==> src/rtl/seg7_pkg.sv <==
// Shared constants and types for the seg7 scan display slice.
// Segment codes are active-low gfedcba; the dp cathode is bit 7 of HEX_OUT.
package seg7_pkg;

    typedef logic [3:0] nibble_t;

    localparam logic [6:0] SEG_LUT [16] = '{
        7'h40, 7'h79, 7'h24, 7'h30, 7'h19, 7'h12, 7'h02, 7'h78,
        7'h00, 7'h10, 7'h08, 7'h03, 7'h46, 7'h21, 7'h06, 7'h0E
    };

    localparam logic [7:0] SEG_OFF   = 8'hFF;
    localparam logic [7:0] ANODE_OFF = 8'hFF;

endpackage

==> src/rtl/seg7_scan_timer.sv <==
// Digit-slot timebase: slot counter, digit index, slot_tick and frame_end.
module seg7_scan_timer #(
    parameter int unsigned SCAN_DIV   = 50000,
    parameter int unsigned NUM_DIGITS = 4,
    localparam int unsigned CNT_W     = $clog2(SCAN_DIV),
    localparam int unsigned IDX_W     = (NUM_DIGITS > 1) ? $clog2(NUM_DIGITS) : 1
) (
    input  logic             clk_sys,
    input  logic             rst_n,
    output logic [IDX_W-1:0] digit_idx,
    output logic             slot_tick,
    output logic             frame_end
);

    logic [CNT_W-1:0] slot_cnt;

    always_comb begin
        slot_tick = (slot_cnt == CNT_W'(SCAN_DIV - 1));
        frame_end = slot_tick && (digit_idx == IDX_W'(NUM_DIGITS - 1));
    end

    always_ff @(posedge clk_sys) begin
        if (!rst_n) begin
            slot_cnt  <= '0;
            digit_idx <= '0;
        end else if (slot_tick) begin
            slot_cnt  <= '0;
            digit_idx <= (digit_idx == IDX_W'(NUM_DIGITS - 1)) ? '0 : digit_idx + 1'b1;
        end else begin
            slot_cnt <= slot_cnt + 1'b1;
        end
    end

endmodule

==> src/rtl/seg7_scan_ctrl.sv <==
// N-digit multiplexed common-anode seven-segment driver with frame-aligned updates,
// PWM brightness and blanking. Optional leading-zero blanking: SEG7_LEADING_ZERO_BLANK_EN.
module seg7_scan_ctrl
    import seg7_pkg::*;
#(
    parameter int unsigned NUM_DIGITS = 4,
    parameter int unsigned SCAN_DIV   = 50000,
    parameter int unsigned BRIGHT_W   = 4
) (
    input  logic                    clk_sys,
    input  logic                    rst_n,
    input  logic                    upd_valid,
    output logic                    upd_ready,
    input  logic [4*NUM_DIGITS-1:0] upd_data,
    input  logic [NUM_DIGITS-1:0]   upd_dp,
    input  logic [BRIGHT_W-1:0]     brightness,
    input  logic                    blank,
    output logic [NUM_DIGITS-1:0]   SEG_SELECT_OUT,
    output logic [7:0]              HEX_OUT
);

    localparam int unsigned IDX_W = (NUM_DIGITS > 1) ? $clog2(NUM_DIGITS) : 1;

    logic [4*NUM_DIGITS-1:0] act_data, pend_data;
    logic [NUM_DIGITS-1:0]   act_dp, pend_dp;
    logic                    pending;
    logic [BRIGHT_W-1:0]     pwm_cnt;

    logic [IDX_W-1:0]        digit_idx;
    logic                    slot_tick, frame_end;

    nibble_t                 cur_nib;
    logic                    cur_dp;
    logic [NUM_DIGITS-1:0]   sel_on;
    logic                    lz_blank;
    logic                    digit_on;
`ifdef SEG7_LEADING_ZERO_BLANK_EN
    logic                    upper_zero;
`endif

    seg7_scan_timer #(
        .SCAN_DIV   (SCAN_DIV),
        .NUM_DIGITS (NUM_DIGITS)
    ) u_timer (
        .clk_sys   (clk_sys),
        .rst_n     (rst_n),
        .digit_idx (digit_idx),
        .slot_tick (slot_tick),
        .frame_end (frame_end)
    );

    assign upd_ready = !pending;

    always_comb begin
        cur_nib = '0;
        cur_dp  = 1'b0;
        sel_on  = '1;
        for (int unsigned i = 0; i < NUM_DIGITS; i++) begin
            if (digit_idx == IDX_W'(i)) begin
                cur_nib   = act_data[4*i +: 4];
                cur_dp    = act_dp[i];
                sel_on[i] = 1'b0;
            end
        end

        lz_blank = 1'b0;
`ifdef SEG7_LEADING_ZERO_BLANK_EN
        // Walk down from the top digit; a digit blanks only while everything above it is also empty.
        upper_zero = 1'b1;
        for (int unsigned i = NUM_DIGITS - 1; i >= 1; i--) begin
            upper_zero = upper_zero && (act_data[4*i +: 4] == 4'h0) && !act_dp[i];
            if (upper_zero && (digit_idx == IDX_W'(i)))
                lz_blank = 1'b1;
        end
`endif

        digit_on = !blank && !lz_blank && ((brightness == '1) || (pwm_cnt < brightness));
    end

    always_ff @(posedge clk_sys) begin
        if (!rst_n) begin
            SEG_SELECT_OUT <= ANODE_OFF[NUM_DIGITS-1:0];
            HEX_OUT        <= SEG_OFF;
            act_data       <= '0;
            act_dp         <= '0;
            pend_data      <= '0;
            pend_dp        <= '0;
            pending        <= 1'b0;
            pwm_cnt        <= '0;
        end else begin
            pwm_cnt <= pwm_cnt + 1'b1;

            // A transfer needs !pending, so it can never collide with the frame-end copy.
            if (frame_end && pending) begin
                act_data <= pend_data;
                act_dp   <= pend_dp;
                pending  <= 1'b0;
            end else if (upd_valid && !pending) begin
                pend_data <= upd_data;
                pend_dp   <= upd_dp;
                pending   <= 1'b1;
            end

            // slot_tick still carries the old index, so blanking here hides the index change.
            if (slot_tick || !digit_on) begin
                SEG_SELECT_OUT <= ANODE_OFF[NUM_DIGITS-1:0];
                HEX_OUT        <= SEG_OFF;
            end else begin
                SEG_SELECT_OUT <= sel_on;
                HEX_OUT        <= {~cur_dp, SEG_LUT[cur_nib]};
            end
        end
    end

endmodule

==> config.mk <==
export PLATFORM = sky130hd
export DESIGN_NAME = seg7_scan_ctrl
export DESIGN_NICKNAME = d
export VERILOG_FILES = /design/src/rtl/seg7_pkg.sv /design/src/rtl/seg7_scan_timer.sv /design/src/rtl/seg7_scan_ctrl.sv
export SDC_FILE = /design/constraint.sdc
export NUM_CORES = 1
export LEC_CHECK = 0
export ABC_AREA = 1
export BUFFER_PORTS_ARGS = -buffer_cell sky130_fd_sc_hd__buf_4
export CAP_MARGIN = 20
export CORE_MARGIN = 8
export CORE_UTILIZATION = 57
export DETAILED_ROUTE_END_ITERATION = 8
export PLACE_DENSITY = 0.78
export REMOVE_ABC_BUFFERS = 1
export SLEW_MARGIN = 20
export SYNTH_ARGS = -nofsm -noshare
export SYNTH_HDL_FRONTEND = slang
export SYNTH_SLANG_ARGS = --single-unit
export TNS_END_PERCENT = 20
==> constraint.sdc <==
create_clock -name clk_sys -period 2.9 [get_ports clk_sys]
set_clock_uncertainty 0.15 [all_clocks]
set_input_delay 0.145 -clock clk_sys [delete_from_list [all_inputs] [get_ports clk_sys]]
set_output_delay 0.145 -clock clk_sys [all_outputs]
set_load 0.05 [all_outputs]
== Word level (Yosys, flattened, before mapping) ==
Memory sizes are Yosys's and may differ from the RTL's. A register that Yosys moved wholly into a read port is not among the register bits.
Cells that the tools add are included.

* Output and inout bits: 13
* Register bits: 75
* Input port bits: 28
* Memories kept: 1
* ROM bits: 112

{| class="wikitable"
|+ Memory list
! name !! depth !! width !! rd ports !! clocked after Yosys merged registers in !! wr ports !! line !! text
|-
| (name not given) || 16 || 7 || 1 || 1 || 0 || seg7_scan_ctrl.sv:110 || <nowiki>HEX_OUT <= {~cur_dp, SEG_LUT[cur_nib]};</nowiki>
|}

* $lt $le $gt $ge: 2
* Bitwise logic cells: 4
* Add/sub/neg operators: 3
* Eq/ne operators: 5
* Multiplexer cells: 15
* Reduce and logical (&&, ||, !) cells: 14

{| class="wikitable"
|+ Operators by type and width
! operator !! number
|-
| adder 16 x 1 -> 16 bit (second input constant) || 1
|-
| == test 16 bit (second input constant) || 1
|-
| two-way mux 4 bit || 4
|-
| two-way mux 7 bit || 2
|-
| two-way mux 1 bit || 8
|-
| OR reduction 2 bit || 3
|-
| >= comparator 5 bit (second input constant) || 1
|-
| NOT 4 -> 5 bit || 1
|-
| adder 4 x 1 -> 4 bit (second input constant) || 1
|-
| == test 2 bit (second input constant) || 2
|-
| == test 4 bit (second input constant) || 1
|-
| logical AND 1 bit || 4
|-
| less-than comparator 4 bit || 1
|-
| logical NOT 1 bit || 3
|-
| NOT 1 bit || 3
|-
| adder 2 x 1 -> 2 bit (second input constant) || 1
|-
| == test 2 x 1 -> 1 bit (second input constant) || 1
|-
| logical NOT 2 bit || 1
|-
| logical OR 1 bit || 2
|-
| two-way mux 2 bit || 1
|-
| AND reduction 2 bit || 1
|}

== Depth between registers and ports, before layout ==
Gate-level depths: netlist of the first run.

* Depth in word-level cells: 9
* Gate-level depth with buffers: 14

== Modules after synthesis ==
Synthesis of the first run repeated with hierarchy kept, for this count alone.

* Cell total of the unflattened synthesis: 474
* Area, all modules: 3352.0 um^2

{| class="wikitable"
|+ Modules (own cells, without submodules)
! module !! cells an instance !! times used !! sequential area each (um^2) !! area an instance (um^2)
|-
| seg7_scan_ctrl || 326 || 1 || 1141.1 || 2376.0
|-
| seg7_scan_timer || 148 || 1 || 360.3 || 975.9
|}

== Worst setup path after synthesis of the first run ==
No wires, ideal clock.

* Path kind: flip-flop to flip-flop
* Start point: reg u_timer.digit_idx[0]
* End point: reg HEX_OUT[5]
* Stages on the path, launching flop included: 13
* Clock period less this slack: 2.122 ns
* Library setup time: 0.118 ns
* Path slack: 0.778 ns
* Required time: 2.632 ns
* Arrival: 1.854 ns
* Path through: dfxtp_1 -> inv_1 -> ha_1 -> buf_2 -> a21oi_1 -> nand2_1 -> a21boi_1 -> inv_1 -> ha_1 -> nand2_1 -> nand2_1 -> nand2_1 -> nand3_2

* Longest elaborated chain between the ends: 6
* Elaborated cells between the ends (all ways): 9
* Those cells by class: 3 x eq/ne; 4 x mux; 1 x bitwise; 1 x reduce/logical

{| class="wikitable"
|+ Ends and longest elaborated chain
! what !! line !! text
|-
| start: declaration || seg7_scan_timer.sv:10 || <nowiki>output logic [IDX_W-1:0] digit_idx,</nowiki>
|-
| start signal: assignment || seg7_scan_timer.sv:28 || <nowiki>digit_idx <= (digit_idx == IDX_W'(NUM_DIGITS - 1)) ? '0 : digit_idx + 1'b1;</nowiki>
|-
| logical NOT 2 bit || seg7_scan_ctrl.sv:59 || <nowiki>if (digit_idx == IDX_W'(i)) begin</nowiki>
|-
| two-way mux 4 bit (3 in a row) || seg7_scan_ctrl.sv:59 ||
|-
| two-way mux 4 bit (*) || seg7_scan_ctrl.sv:59 ||
|-
| NOT 4 -> 5 bit (not written as such) (*) || seg7_scan_ctrl.sv:110 ||
|-
| end: declaration || seg7_scan_ctrl.sv:19 || <nowiki>output logic [7:0] HEX_OUT</nowiki>
|}

Every way passes the cells marked *; elsewhere a longest branch is shown, timed or not.
A chain may end at the register's enable or synchronous reset.

== Final worst setup path of the first run ==
* Start point: reg u_timer.digit_idx[0]
* End point: reg HEX_OUT[6]

The elaborated chain is that of the path after synthesis.

==> summary.md, run 1 <==
| Metric | Value |
|---|---|
| Status | `finished, final reports clean` |
| Overall global routing resource usage | `between 15 and 20%` |
| Synthesized-area fraction occupied by and/or/nand/nor cells | `35.0%` |
| Hold Crit Class | `in -> reg` |
| R2r endpoint | `HEX_OUT[6]` |
| Fill count | `527` |
| Library cells used by synthesis | `30` |
| Final ANT Viol Nets | `0` |
| Final wirelength | `approximately 7.3 mm` |
| Final sum of negative setup slack | `0 ps` |
| Critical path peak fanout | `11` |
| Gate Count Post-Synth | `497` |
| Maximum number of pins on one net before global-route repair | `between 40 and 50` |
| Port buffer count | `40` |
| Insertion delay of the later-clocked pin in the worst-skew pair | `roughly 350 ps` |
| Diodes inserted | `0` |
| Critical path required time | `a little under 3000 ps` |
| Fraction of final layout cells sized beyond drive strength 1 | `~16%` |
| Die extent in x | `around 95 um` |
| RePlAce Congestion | `a little over 0.8` |
| Number of buffers on the longest clock path | `2` |
| TritonCTS clock tree | `yes` |
| Clk sink count | `75` |
| Number of buffers created by CTS | `9` |
| DPL Wire Length | `between 4 and 5 mm` |
| RSZ-0062 raised after global routing | `false` |
| H-tree Lvls | `3` |
| Nature of the critical path endpoint | `register` |
| Worst IR Drop VDD | `about 360 uV` |
| Setup-failing EPs final | `0` |
| Number of ports placed on the die boundary | `around 40` |
| Root buffer selected by CTS | `sky130_fd_sc_hd__clkbuf_8` |
| Launch point of the worst reg-to-reg path | `u_timer.digit_idx[0]` |
| Area of combinational cells with multiple inputs | `between 0.0015 and 0.002 mm2` |
| Count of cells resized by post-cts repair | `0` |
| First DRT Iteration DRCs | `133` |
| Synth Area in XOR/XNOR | `less than 1%` |
| Count of maximum capacitance violations | `0` |
| Net total in the final layout | `~600` |
| Buffers inserted during post-CTS setup optimization | `0` |
| Number of standard-cell rows in the floorplan | `29` |
| Crit path setup slack, layout | `between 400 and 500 ps` |
| Starting Density | `between 50% and 60%` |
| Main combinational cell family by area after synthesis | `simple AND/OR/NAND/NOR gates` |
| Adder-cell area share of the yosys netlist | `under 10%` |
| Length in cells of the worst reg-to-reg path | `11` |
| Cell with the biggest individual delay on the critical path | `sky130_fd_sc_hd__dfxtp_1` |
| Critical path origin | `u_timer.digit_idx[0]` |
| Worst setup path endpoint | `HEX_OUT[6]` |
| Final critical-path share of the clock period | `~83%` |
| Most used cells in the layout excluding fill and tap cells | `sky130_fd_sc_hd__nand2_1 (107), sky130_fd_sc_hd__nor2_1 (100), sky130_fd_sc_hd__dfxtp_1 (75)` |
| Hold violation count in the final report | `0` |
| Worst-case headroom to the max-slew limit | `around 54%` |
| Slew at the pin closest to its max-slew limit | `approximately 700 ps` |
| Number of max-slew violations in the final report | `0` |
| Final routed DRC violation total | `0` |
| DR vias | `around 3,100` |
| Vias per cell | `between 4 and 5` |
| Launch point of the worst hold path | `blank` |
| Via count of the first global-routing pass | `approximately 2,900` |
| Kind of critical path | `reg -> reg` |
| Util after Layout | `69.3%` |
| Wire length of the first global-routing pass | `12.7 mm` |
| Routed wire length per instance | `11.5 um` |
| Critical-path cell list | `inv_1 > ha_1 > a21oi_1 > nand2_1 > a21boi_1 > inv_1 > ha_1 > nand2_1 > nand2_1 > nand2_1 > nand3_2` |
| Hold-fix buffer count after cts | `21` |
| Die Area | `0.00905 mm2` |
| Leakage power | `approximately 2.0 nW` |
| Startpoint types | `register` |
| Synth Warn # | `0` |
| Initial antenna violation count | `0` |
| Number of synthesized register bits | `between 70 and 80` |
| Final worst hold slack | `~67 ps` |
| Critical path arrival | `approximately 2500 ps` |
| Placement-stage worst setup slack | `between 500 and 600 ps` |
| Non-Filler Instances | `~630` |
| Sequential standard cell area | `between 0.0015 and 0.002 mm2` |
| Clock-pin slew reported for the worst setup and hold paths after clock tree synthesis | `70 ps` |
| Number of placed instances with taps included | `roughly 600` |
| Achievable frequency | `approximately 420 MHz` |
| Synth-to-layout area growth | `20.6%` |
| CP most frequent cell | `sky130_fd_sc_hd__nand2_1` |
| Detailed-router iteration count before antenna repair | `4` |
| Internal reg-to-reg setup slack | `around 500 ps` |
| Sequential fraction of the synthesis area | `a little over two fifths` |
| Ratio of total power to cell area | `between 500 and 600 mW/mm2` |
| Total congestion overflow after global routing | `0` |
| Critical path's largest stage delay | `around 410 ps` |
| Syn Std Cell Area | `between 0.003 and 0.004 mm2` |
| Fraction of the mapped netlist area in compound gates | `7.61%` |
| Share of cell area taken by muxes after synthesis | `0%` |
| Die H | `roughly 95 um` |
| Core Footprint | `~0.0062 mm2` |
| Final critical delay including setup and external delays | `approximately 2400 ps` |
| Average cell area after synthesis | `around 7 um2` |
| Most common cell after layout, fill and taps aside | `sky130_fd_sc_hd__nand2_1` |
| Hold Crit Depth | `5` |
-- cells in the mapped netlist --
| library cell | n | area (um2) |
|---|---|---|
| sky130_fd_sc_hd__a21oi_2 | 3 | 26.3 |
| sky130_fd_sc_hd__xnor2_1 | 1 | 8.76 |
| sky130_fd_sc_hd__nand2_4 | 3 | 33.8 |
| sky130_fd_sc_hd__clkinv_2 | 1 | 5.00 |
| sky130_fd_sc_hd__nand4_4 | 1 | 21.3 |
| sky130_fd_sc_hd__nor2_4 | 2 | 22.5 |
| sky130_fd_sc_hd__nand3_2 | 9 | 90.1 |
| sky130_fd_sc_hd__a21boi_1 | 1 | 7.51 |
| sky130_fd_sc_hd__inv_1 | 56 | 210 |
| sky130_fd_sc_hd__nand3_4 | 1 | 17.5 |
| sky130_fd_sc_hd__nor2_2 | 5 | 31.3 |
| sky130_fd_sc_hd__nand3b_1 | 2 | 15.0 |
| sky130_fd_sc_hd__nor2_1 | 101 | 379 |
| sky130_fd_sc_hd__nand3_1 | 29 | 145 |
| sky130_fd_sc_hd__nor3_1 | 7 | 35.0 |
| sky130_fd_sc_hd__nand4_1 | 5 | 31.3 |
| sky130_fd_sc_hd__inv_2 | 2 | 7.51 |
| sky130_fd_sc_hd__xor2_1 | 3 | 26.3 |
| sky130_fd_sc_hd__dfxtp_1 | 75 | 1500 |
| sky130_fd_sc_hd__nand2_2 | 3 | 18.8 |
| sky130_fd_sc_hd__buf_6 | 3 | 33.8 |
| sky130_fd_sc_hd__ha_1 | 15 | 188 |
| sky130_fd_sc_hd__clkbuf_1 | 6 | 22.5 |
| sky130_fd_sc_hd__o211ai_1 | 1 | 7.51 |
| sky130_fd_sc_hd__nand2_1 | 107 | 402 |
| sky130_fd_sc_hd__o21ai_0 | 27 | 135 |
| sky130_fd_sc_hd__a21oi_1 | 19 | 95.1 |
| sky130_fd_sc_hd__buf_4 | 2 | 15.0 |
| sky130_fd_sc_hd__or2_0 | 1 | 6.26 |
| sky130_fd_sc_hd__buf_2 | 6 | 30.0 |
-- cell type report --
type | count | area share (%)
clock buffers | 10 | 3.20
flip-flops and latches | 75 | 34.9
clock inverters | 6 | 2.06
well taps | 77 | 2.24
inverters | 59 | 5.18
repair buffers | 61 | 11.9
multi-input cells | 346 | 40.6
-- per-layer routing --
metal,track usage [%],vias to the layer above,share of wire [%]
li1,-,1665,-
met1,21.1,1372,48
met2,28.7,57,46
met3,3.46,8,4.9
met4,8.97,0,1.3
met5,0,-,0
-- sequential cells by signal, indices dropped and copies added (netlist names) --
| signal | count |
|---|---|
| u_timer.digit_idx | 2 |
| SEG_SELECT_OUT | 4 |
| pwm_cnt | 4 |
| HEX_OUT | 8 |
| u_timer.slot_cnt | 16 |
| pend_dp | 4 |
| act_data | 16 |
| pending | 1 |
| act_dp | 4 |
| pend_data | 16 |
-- worst min-delay path by stage --
stage | slack, ps | to
after global placement | 210 | pend_data[5]
final | 70 | HEX_OUT[7]
after detailed placement | 220 | pend_data[5]
after floorplan | 90 | pwm_cnt[1]
after CTS | 60 | HEX_OUT[2]
after global routing | 90 | act_data[8]
-- critical path, delay by kind of cell, from the launching register on --
family / cells / cell delay (ps)
fa+ha+maj: 2 / 570
compound gates: 2 / 530
flops: 1 / 410
simple gates: 5 / 360
buf+inv: 2 / 250
-- power by group --
| part | switching, mW | internal (mW) | total [mW] |
|---|---|---|---|
| sequential | 0.0185 | 1.07 | 1.08 |
| clock | 0.390 | 0.508 | 0.897 |
| combinational | 0.0972 | 0.0775 | 0.175 |
-- cells by family after synthesis --
kind of cell | count (synthesis)
adder cells (fa/ha/maj) | 15
AND/OR/NAND/NOR | 276
AO/OA/AOI/OAI | 51
flip-flops | 75
XOR/XNOR | 4
buffers and inverters | 76
-- metrics by stage --
step | cell area, um2 | total power [mW]
final | 4300 | 2.16
after global routing | 4300 | 2.24
after CTS | 4300 | 2.17
after detailed placement | 3860 | 1.26
after global placement | 3860 | 1.26
after floorplan | 3470 | 1.19
No activity file was read; power rests on OpenSTA's default activity.
==> inputs of run 2 (changes only) <==
- clock period: 2.9 -> 2.3 ns (I/O delays scaled with it)
==> summary.md, run 2 (synthesis results as in run 1) <==
| Metric | Value |
|---|---|
| Status | `finished, final reports clean` |
| Nature of the critical path endpoint | `register` |
| Number of standard-cell rows in the floorplan | `29` |
| Placement-stage worst setup slack | `-79.4 ps` |
| Leading registers by flop count | `act_data x16, pend_data x16, u_timer.slot_cnt x16` |
| Number of buffers on the longest clock path | `2` |
| Hold Crit Class | `in -> reg` |
| Critical path buffers and inverters | `2` |
| H-tree Lvls | `3` |
| Synth-to-layout area growth | `20.9%` |
| Setup-failing EPs final | `0` |
| Largest delay contributor family on the critical path | `adder cells` |
| Fraction of final layout cells sized beyond drive strength 1 | `roughly 16%` |
| Via count of the first global-routing pass | `between 3,000 and 4,000` |
| Buffers inserted during post-CTS setup optimization | `0` |
| Core Footprint | `a little over 0.006 mm2` |
| Detailed-router iteration count before antenna repair | `5` |
| Hold violation count in the final report | `0` |
| Critical path required time | `2440 ps` |
| Leakage power | `2.04 nW` |
| Number of ports placed on the die boundary | `just over 40` |
| Maximum number of pins on one net before global-route repair | `42` |
| Port buffer count | `40` |
| Most used cells in the layout excluding fill and tap cells | `sky130_fd_sc_hd__nand2_1 (107), sky130_fd_sc_hd__nor2_1 (100), sky130_fd_sc_hd__dfxtp_1 (74)` |
| TritonCTS clock tree | `yes` |
| RePlAce Congestion | `0.822` |
| Net total in the final layout | `approximately 600` |
| Count of maximum capacitance violations | `0` |
| Crit path setup slack, layout | `159 ps` |
| Worst IR Drop VDD | `497 uV` |
| Routed wire length per instance | `11.9 um` |
| CP most frequent cell | `sky130_fd_sc_hd__nand2_1` |
| Die Area | `roughly 0.0090 mm2` |
| Cell with the biggest individual delay on the critical path | `sky130_fd_sc_hd__dfxtp_1` |
| Clock-pin slew reported for the worst setup and hold paths after clock tree synthesis | `about 70 ps` |
| Most common cell after layout, fill and taps aside | `sky130_fd_sc_hd__nand2_1` |
| Wire length of the first global-routing pass | `13.4 mm` |
| Startpoint types | `register` |
| Slew at the pin closest to its max-slew limit | `642 ps` |
| Final routed DRC violation total | `0` |
| Vias per cell | `between 4 and 5` |
| Kind of critical path | `reg -> reg` |
| Total congestion overflow after global routing | `0` |
| Root buffer selected by CTS | `sky130_fd_sc_hd__clkbuf_8` |
| Critical path peak fanout | `7` |
| Ratio of total power to cell area | `a little under 600 mW/mm2` |
| Critical path's largest stage delay | `approximately 410 ps` |
| Final ANT Viol Nets | `0` |
| Insertion delay of the later-clocked pin in the worst-skew pair | `350 ps` |
| Die extent in x | `95.1 um` |
| Overall global routing resource usage | `18.1%` |
| DR vias | `around 3,100` |
| Diodes inserted | `0` |
| Critical path arrival | `about 2300 ps` |
| First DRT Iteration DRCs | `between 100 and 150` |
| Number of max-slew violations in the final report | `0` |
| Die H | `around 95 um` |
| Starting Density | `~58%` |
| Overall Power | `between 2 and 3 mW` |
| Clk sink count | `75` |
| Initial antenna violation count | `0` |
| Critical-path cell list | `inv_1 > ha_1 > a21oi_1 > nand2_1 > a21boi_2 > buf_4 > ha_1 > nand3_1 > nand2_1 > nand2_1 > nand3_2` |
| Worst-case headroom to the max-slew limit | `57.2%` |
| Final wirelength | `~7.6 mm` |
| Final critical-path share of the clock period | `between 90% and 100%` |
| Number of buffers created by CTS | `9` |
| Final critical delay including setup and external delays | `2140 ps` |
| Achievable frequency | `around 470 MHz` |
| DPL Wire Length | `about 5.1 mm` |
-- run 2: timing repair --
| item | 4_1_cts | 5_1_grt |
|---|---|---|
| gates resized for setup | 1 | 3 |
| hold buffers | 22 | 0 |
| endpoints found under the setup margin | 20 | 5 |
| endpoints found under the hold margin | 32 | 0 |
| cloned | 0 | 0 |
-- run 2: tightest hold or removal path: cells and delay by family --
kind,cells,cell delay [ps]
buf+inv,3,300
simple gates,3,160
-- run 2: where the power goes --
part           switching [mW]  total (mW)  internal, mW
registers              0.0240        1.37          1.34
logic                   0.125       0.226         0.102
clock network           0.460       0.976         0.516
-- run 2: through the flow --
stage	hold WS (ps)	setup TNS, ps	std cells	cell area (um2)	util, %
after floorplan	58.5	0	480	3470	-
after global placement	184	-15.9	602	3900	62.9
after detailed placement	194	-867	602	3900	62.9
after CTS	118	0	638	4310	69.4
after global routing	142	-11.5	638	4310	69.5
final	124	0	638	4310	69.5
-- run 2: layout make-up --
type | instances | area [um2]
clock buffers | 11 | 141
inverters | 59 | 223
repair buffers | 67 | 558
clock inverters | 3 | 40.0
multi-input cells | 346 | 1750
well taps | 77 | 96.3
flip-flops and latches | 75 | 1500
fillers | 518 | 1890
-- run 2: worst paths after layout --
kind / start / end / slack [ps] / depth (start not counted)
min: blank / HEX_OUT[0] / 120 / 6
max reg2reg: u_timer.digit_idx[0] / HEX_OUT[0] / 160 / 11
min reg2reg: u_timer.slot_cnt[0] / u_timer.slot_cnt[0] / 300 / 1
max: u_timer.digit_idx[0] / HEX_OUT[0] / 160 / 11
-- run 2: routing by layer --
metal	vias up	global-route usage, %	wire, um
met5	-	0	0
met4	0	7.28	112
met3	10	4.17	453
met2	64	31.5	3650
met1	1364	21.0	3370
li1	1666	-	-
